[config.mk]
export PLATFORM = sky130hd
export DESIGN_NAME = serial_pattern_tx
export DESIGN_NICKNAME = d
export VERILOG_FILES = /design/src/rtl/serial_pattern_tx.sv
export SDC_FILE = /design/constraint.sdc
export NUM_CORES = 1
export LEC_CHECK = 0
export CORE_MARGIN = 3
export CORE_UTILIZATION = 35
export CTS_CLUSTER_DIAMETER = 30
export CTS_CLUSTER_SIZE = 14
export DETAILED_ROUTE_END_ITERATION = 10
export DONT_BUFFER_PORTS = 1
export PLACE_DENSITY = 0.61
export SLEW_MARGIN = 20
export SYNTH_ARGS = -nofsm -noshare
export SYNTH_HDL_FRONTEND = slang
export SYNTH_SLANG_ARGS = --single-unit
[constraint.sdc]
create_clock -name CLK -period 3.18 [get_ports CLK]
set_input_delay 0.954 -clock CLK [delete_from_list [all_inputs] [get_ports CLK]]
set_output_delay 0.954 -clock CLK [all_outputs]
set_load 0.05 [all_outputs]
[src/rtl/serial_pattern_tx.sv]
// Serial pattern transmitter: captures a parallel word on start and shifts it out
// MSB-first, optionally repeating with a programmable idle gap until stopped.
module serial_pattern_tx #(
  parameter int WIDTH = 8,
  parameter int GAP   = 2
) (
  input  logic                     CLK,
  input  logic                     RESET,
  input  logic                     start,
  input  logic [WIDTH-1:0]         data,
  input  logic                     repeat_en,
  input  logic                     stop,
  output logic                     x,
  output logic                     x_valid,
  output logic                     busy,
  output logic                     done,
  output logic [1:0]               S,
  output logic [$clog2(WIDTH)-1:0] bit_idx
);

  localparam int IW = $clog2(WIDTH);
  localparam int GW = (GAP > 1) ? $clog2(GAP) : 1;

  typedef enum logic [1:0] {
    IDLE   = 2'b00,
    SEND   = 2'b01,
    GAP_ST = 2'b10
  } state_t;

  state_t           state;
  state_t           state_next;
  logic [WIDTH-1:0] shreg;
  logic [WIDTH-1:0] pat;
  logic             rep;
  logic             stop_req;
  logic [GW-1:0]    gap_cnt;

  logic done_next;
  logic load;
  logic reload;
  logic shift;
  logic gap_load;
  logic last;

  assign last = (bit_idx == IW'(WIDTH - 1));

  // start is a one-edge request honoured only in IDLE; stop is sampled only in
  // SEND (latched, current word completes) and GAP (immediate exit).
  always_ff @(posedge CLK) begin
    if (RESET) begin
      state    <= IDLE;
      done     <= 1'b0;
      bit_idx  <= '0;
      stop_req <= 1'b0;
      gap_cnt  <= '0;
      shreg    <= '0;
      pat      <= '0;
      rep      <= 1'b0;
    end else begin
      state <= state_next;
      done  <= done_next;
      if (load) begin
        shreg    <= data;
        pat      <= data;
        rep      <= repeat_en;
        stop_req <= 1'b0;
        bit_idx  <= '0;
      end else if (reload) begin
        shreg   <= pat;
        bit_idx <= '0;
      end else if (shift) begin
        shreg   <= {shreg[WIDTH-2:0], 1'b0};
        bit_idx <= last ? '0 : bit_idx + 1'b1;
      end
      if (state == SEND && stop) stop_req <= 1'b1;
      if (gap_load) gap_cnt <= GW'(GAP - 1);
      else if (state == GAP_ST && gap_cnt != '0) gap_cnt <= gap_cnt - 1'b1;
    end
  end

  always_comb begin
    state_next = state;
    done_next  = 1'b0;
    load       = 1'b0;
    reload     = 1'b0;
    shift      = 1'b0;
    gap_load   = 1'b0;
    case (state)
      IDLE: begin
        if (start) begin
          state_next = SEND;
          load       = 1'b1;
        end
      end
      SEND: begin
        shift = 1'b1;
        if (last) begin
          if (rep && !stop_req && !stop) begin
            if (GAP > 0) begin
              state_next = GAP_ST;
              gap_load   = 1'b1;
            end else begin
              reload = 1'b1;
            end
          end else begin
            state_next = IDLE;
            done_next  = 1'b1;
          end
        end
      end
      GAP_ST: begin
        if (stop) begin
          state_next = IDLE;
          done_next  = 1'b1;
        end else if (gap_cnt == '0) begin
          state_next = SEND;
          reload     = 1'b1;
        end
      end
      default: state_next = IDLE;
    endcase
  end

  always_comb begin
    x       = (state == SEND) ? shreg[WIDTH-1] : 1'b0;
    x_valid = (state == SEND);
    busy    = (state != IDLE);
    S       = state;
  end

endmodule
==> impl_metrics.tcl, run 1 <==
set metrics [dict create \
    hp-class "register to register" \
    holdPathEnd "pat[5]" \
    setup_tns_ns 0 \
    io_buffers 0 \
    pwr-share-clk_pct 21.4 \
    vias 949 \
    clock_latency_ns 0.32 \
    syn2layout_area_growth_pct 6.41 \
    fin_nets 164 \
    power_frac_seq_pct 55.0 \
    grt.overflow.total 0 \
    vdd_drop_max_mv 0.182 \
    rrSetupSlack_ns 0.78 \
    drt-wirelength-per-cell_microns 13.3 \
    gp_congestion 0.752 \
    clock_skew_ns 0.0117 \
    yosys_warnings 0 \
    clock_path_buffers 2 \
    htree_levels 1 \
    r2r-end "shreg[3]" \
    power_density_nw_per_um2 526 \
    synth.top_cell.area_share_pct 41.3 \
    clk_pin_slew_ns 0.15 \
    grt_max_degree 24 \
    netlist_area_sq_um 1210 \
    hold_depth 2 \
    pwr-share-comb_pct 23.6 \
    cts-resized-gates 0 \
    setup_ws_ns 0.378 \
    p_leak_uw 0.000471 \
    cap_violations 0 \
    worstHoldStart "pat[5]" \
    die_x_microns 64.8 \
    nFillCells 344 \
    r2r_start "S[1]" \
    postLayoutCellArea_sq_um 1290 \
    syn_nets 164 \
    hpwl_mm 1.78 \
    ys_ff_latch 25 \
    whs_ns 0.460 \
    endpoint_kind "output pin" \
    critPathMaxFanout 5 \
    drv_slew 0 \
    layout_commonest_cell "nand2_1" \
    holdBufCountCts 0 \
    start_util_pct 38.1 \
    dr.pass1.iters 4 \
    drive_above_1_share_pct 7.69 \
    numCtsBuffers 3 \
    ioPinCount 22 \
    seq_area_frac_synth_pct 41.3 \
    syn_inst 144 \
    p_int_uw 451 \
    hold_violations 0 \
    design.die.area_sq_um 4200 \
    cts.sinks 25 \
    grt_pass1_wl_mm 4.17 \
    grt_pass1_vias 933 \
    swShare_pct 33.5 \
    syn_area_per_cell_sq_um 8.41 \
    crit_type "register to output pin" \
    switching_power_uw 227 \
    layout_common_cells "nand2_1, dfxtp_1, a21oi_1" \
    post_cts_buffers 0 \
    cts_tree "done" \
    diodes 0 \
    synth_area_leaders "dfxtp_1, nand2_1, a21oi_1" \
    worst_r2r_path_depth 6 \
    maxSlewHeadroom_pct 54.6 \
    antenna_found_initial 0 \
    wl_mm 2.49 \
    fin_crit_ns 2.80 \
    coreArea_sq_um 3180 \
    cp.arrival_ns 1.85 \
    ant_nets 0 \
    setup_violations 0 \
    synthDistinctLibCells 28 \
    rows 20 \
    root_buffer "clkbuf_4" \
    clock.fmax_mhz 357 \
    drc_errors 0 \
    drtIter0Drc 52 \
    tightest_slew_ns 0.680 \
    track_usage_pct 12.5 \
    totalPowerFinal_uw 678 \
    rsz0062_at_grt "false" \
    post_drt_via_cell_ratio 5.07 \
    cp.required_ns 2.23 \
    status "completed" \
    fp.dieH_microns 64.8 \
    cp-start-kind "register" \
    fin_crit_sh_pct 88.1 \
    postPlaceCellArea_sq_um 1260 \
    synth_top_area_cell "dfxtp_1" \
    dp_worst_setup_slack_ns 0.749 \
]
-- registers in the layout, summed over array words and instances (netlist names) --
name / flops
S: 2
rep: 1
done: 1
gap_cnt: 1
shreg: 8
pat: 8
stop_req: 1
bit_idx: 3
-- power groups by stage --
stage / Clock (uW) / Sequential, uW / Combinational (uW)
finish: 145 / 373 / 160
global route: 161 / 376 / 181
CTS: 155 / 373 / 161
detailed placement: 0 / 380 / 160
global placement: 0 / 379 / 157
floorplan: 0 / 376 / 139
-- synthesized netlist by cell type, drive strengths merged --
library cell,count
a2111oi,1
a211o,6
a211oi,1
a21oi,20
a221oi,1
a22oi,2
a32oi,1
and2,2
buf,3
clkbuf,6
dfxtp,25
ha,7
inv,6
mux2i,7
nand2,29
nand3b,1
nor2,13
nor3,4
nor3b,2
nor4,1
nor4b,1
o21a,1
o221ai,1
or3,3
-- kinds of logic (layout without fill, tap and decap cells) --
group           after synthesis  after routing  share of synthesized area (%)
simple gates                 56             56                           21.4
compound gates               34             34                           18.3
flops                        25             25                           41.3
buf+inv                      15             14                           5.99
fa+ha+maj                     7              7                           7.23
mux                           7              7                           5.79
-- cell type report --
cell class / count / area (sq um) / area share (%)
Multi-Input combinational cell: 104 / 638 / 49.5
Sequential cell: 25 / 500 / 38.8
Tap cell: 44 / 55.1 / 4.27
Timing Repair Buffer: 4 / 42.5 / 3.30
Clock buffer: 3 / 22.5 / 1.75
Inverter: 6 / 22.5 / 1.75
Clock inverter: 1 / 7.51 / 0.583
-- worst max-delay path by stage --
| stage | startpoint | endpoint | slack, ns | cells after the start |
|---|---|---|---|---|
| 2_1_floorplan | S[0] | x | 0.14 | 3 |
| 3_3_place_gp | S[0] | busy | 0.82 | 3 |
| 3_5_place_dp | S[1] | busy | 0.75 | 3 |
| 4_1_cts | S[1] | busy | 0.35 | 3 |
| 5_1_grt | S[1] | busy | 0.24 | 3 |
| 6_report | S[1] | busy | 0.38 | 3 |
-- critical path, cell delays in order (launching register included) --
cell	delay, ns
dfxtp_1	0.74
inv_1	0.16
ha_1	0.25
inv_1	0.37
-- metal layers --
layer	up-vias	part of all wire [%]	GRT usage [%]
met5	-	0	0
met4	0	0.60	3.96
met3	2	7.2	5.20
met2	16	45	19.3
met1	438	47	15.6
li1	493	-	-
-- metrics by stage --
| stage | util, % | cells |
|---|---|---|
| finish | 40.6 | 187 |
| global placement | 39.6 | 183 |
| CTS | 40.6 | 187 |
| floorplan | - | 144 |
| detailed placement | 39.6 | 183 |
| global route | 40.6 | 187 |
(Power assumes the default switching activity.)
==> run 2: changes to the inputs <==
REMOVE_ABC_BUFFERS = 1   (was unset)
==> impl_metrics.tcl, run 2 (same netlist as run 1, synthesis figures left out) <==
set metrics [dict create \
    status "completed" \
    hp-class "register to register" \
    tightest_slew_ns 0.707 \
    vias 977 \
    numCtsBuffers 3 \
    rows 20 \
    fin_nets 164 \
    cp.required_ns 2.23 \
    cpMaxStageDelayCell "dfxtp_1" \
    layout_common_cells "nand2_1, dfxtp_1, a21oi_1" \
    dp_worst_setup_slack_ns 0.711 \
    drive_above_1_share_pct 6.99 \
    track_usage_pct 13.2 \
    fin_crit_ns 2.81 \
    grt_pass1_wl_mm 4.32 \
    cts-resized-gates 0 \
    gp_congestion 0.713 \
    wl_mm 2.52 \
    setup_tns_ns 0 \
    htree_levels 1 \
    power_density_nw_per_um2 525 \
    cap_violations 0 \
    ant_nets 0 \
    cts_tree "done" \
    crit_chain "inv_1 -> ha_1 -> inv_1" \
    cp-start-kind "register" \
    cp.arrival_ns 1.85 \
    critPathMaxFanout 5 \
    hold_violations 0 \
    clock.fmax_mhz 356 \
    cts.sinks 25 \
    grt_pass1_vias 911 \
    grt_max_degree 24 \
    ioPinCount 22 \
    die_x_microns 64.8 \
    endpoint_kind "output pin" \
    rsz0062_at_grt "false" \
    layout_commonest_cell "nand2_1" \
    vdd_drop_max_mv 0.241 \
    maxSlewHeadroom_pct 52.8 \
    syn2layout_area_growth_pct 6.09 \
    antenna_found_initial 0 \
    root_buffer "clkbuf_4" \
    io_buffers 0 \
    post_drt_via_cell_ratio 5.22 \
    fin_crit_sh_pct 88.3 \
    coreArea_sq_um 3180 \
    design.die.area_sq_um 4200 \
    clk_pin_slew_ns 0.13 \
    start_util_pct 38.1 \
    grt.overflow.total 0 \
    post_cts_buffers 0 \
    hpwl_mm 1.77 \
    fp.dieH_microns 64.8 \
    p_leak_uw 0.000472 \
    clock_skew_ns 0.00267 \
    totalPowerFinal_uw 675 \
    setup_ws_ns 0.372 \
    crit_path_max_incr_delay_ns 0.73 \
    diodes 0 \
    dr.pass1.iters 4 \
    cp_top_family "flip-flops" \
    setup_violations 0 \
    drtIter0Drc 50 \
    crit_path_frequent_cell "inv_1" \
    holdBufCountCts 0 \
    clock_latency_ns 0.31 \
    worst-path-buf-inv 2 \
    clock_path_buffers 2 \
    crit_type "register to output pin" \
    drt-wirelength-per-cell_microns 13.5 \
    largestRegisters "pat: 8 flops, shreg: 8 flops, bit_idx: 3 flops" \
    drv_slew 0 \
    drc_errors 0 \
]
-- run 2: metal layers --
metal	part of all wire (%)	track usage, %	vias to the layer above
met5	0	0	-
li1	-	-	497
met3	9.6	6.24	2
met4	0.52	2.37	0
met1	45	16.2	441
met2	44	21.1	37
-- run 2: layout make-up --
cell class | instances | area (sq um)
well taps | 44 | 55.1
inverters | 6 | 22.5
clock buffers | 4 | 26.3
multi-input cells | 104 | 638
fillers | 337 | 1890
repair buffers | 4 | 42.5
flip-flops and latches | 25 | 500
-- run 2: final timing paths --
| path | startpoint | to | slack [ns] | cells past startpoint |
|---|---|---|---|---|
| max | S[0] | busy | 0.37 | 3 |
| min | shreg[3] | shreg[3] | 0.46 | 2 |
| max reg2reg | S[0] | S[0] | 0.76 | 6 |
| min reg2reg | shreg[3] | shreg[3] | 0.46 | 2 |
-- run 2: worst register-to-register path: cells and delay by family, from the launching register on --
family          cells  cell delay (ns)
fa+ha+maj           1             0.27
buf+inv             2             0.54
flops               1             0.73
compound gates      2             0.42
simple gates        1             0.40
-- run 2: per-stage QoR --
step / hold slack, ns / area, sq um / utilization, % / instances
after floorplan: 0.425 / 1160 / - / 135
after CTS: 0.460 / 1280 / 40.4 / 187
after global placement: 0.434 / 1260 / 39.6 / 183
after detailed placement: 0.442 / 1260 / 39.6 / 183
after global routing: 0.481 / 1280 / 40.4 / 187
final: 0.459 / 1280 / 40.4 / 187
-- run 2: report_power, final --
part / switching, uW / internal [uW] / leakage (uW)
registers: 31.2 / 342 / 0.000205
logic: 102 / 61.3 / 0.000252
clock network: 89.4 / 49.0 / 0.0000150
total: 222 / 452 / 0.000472
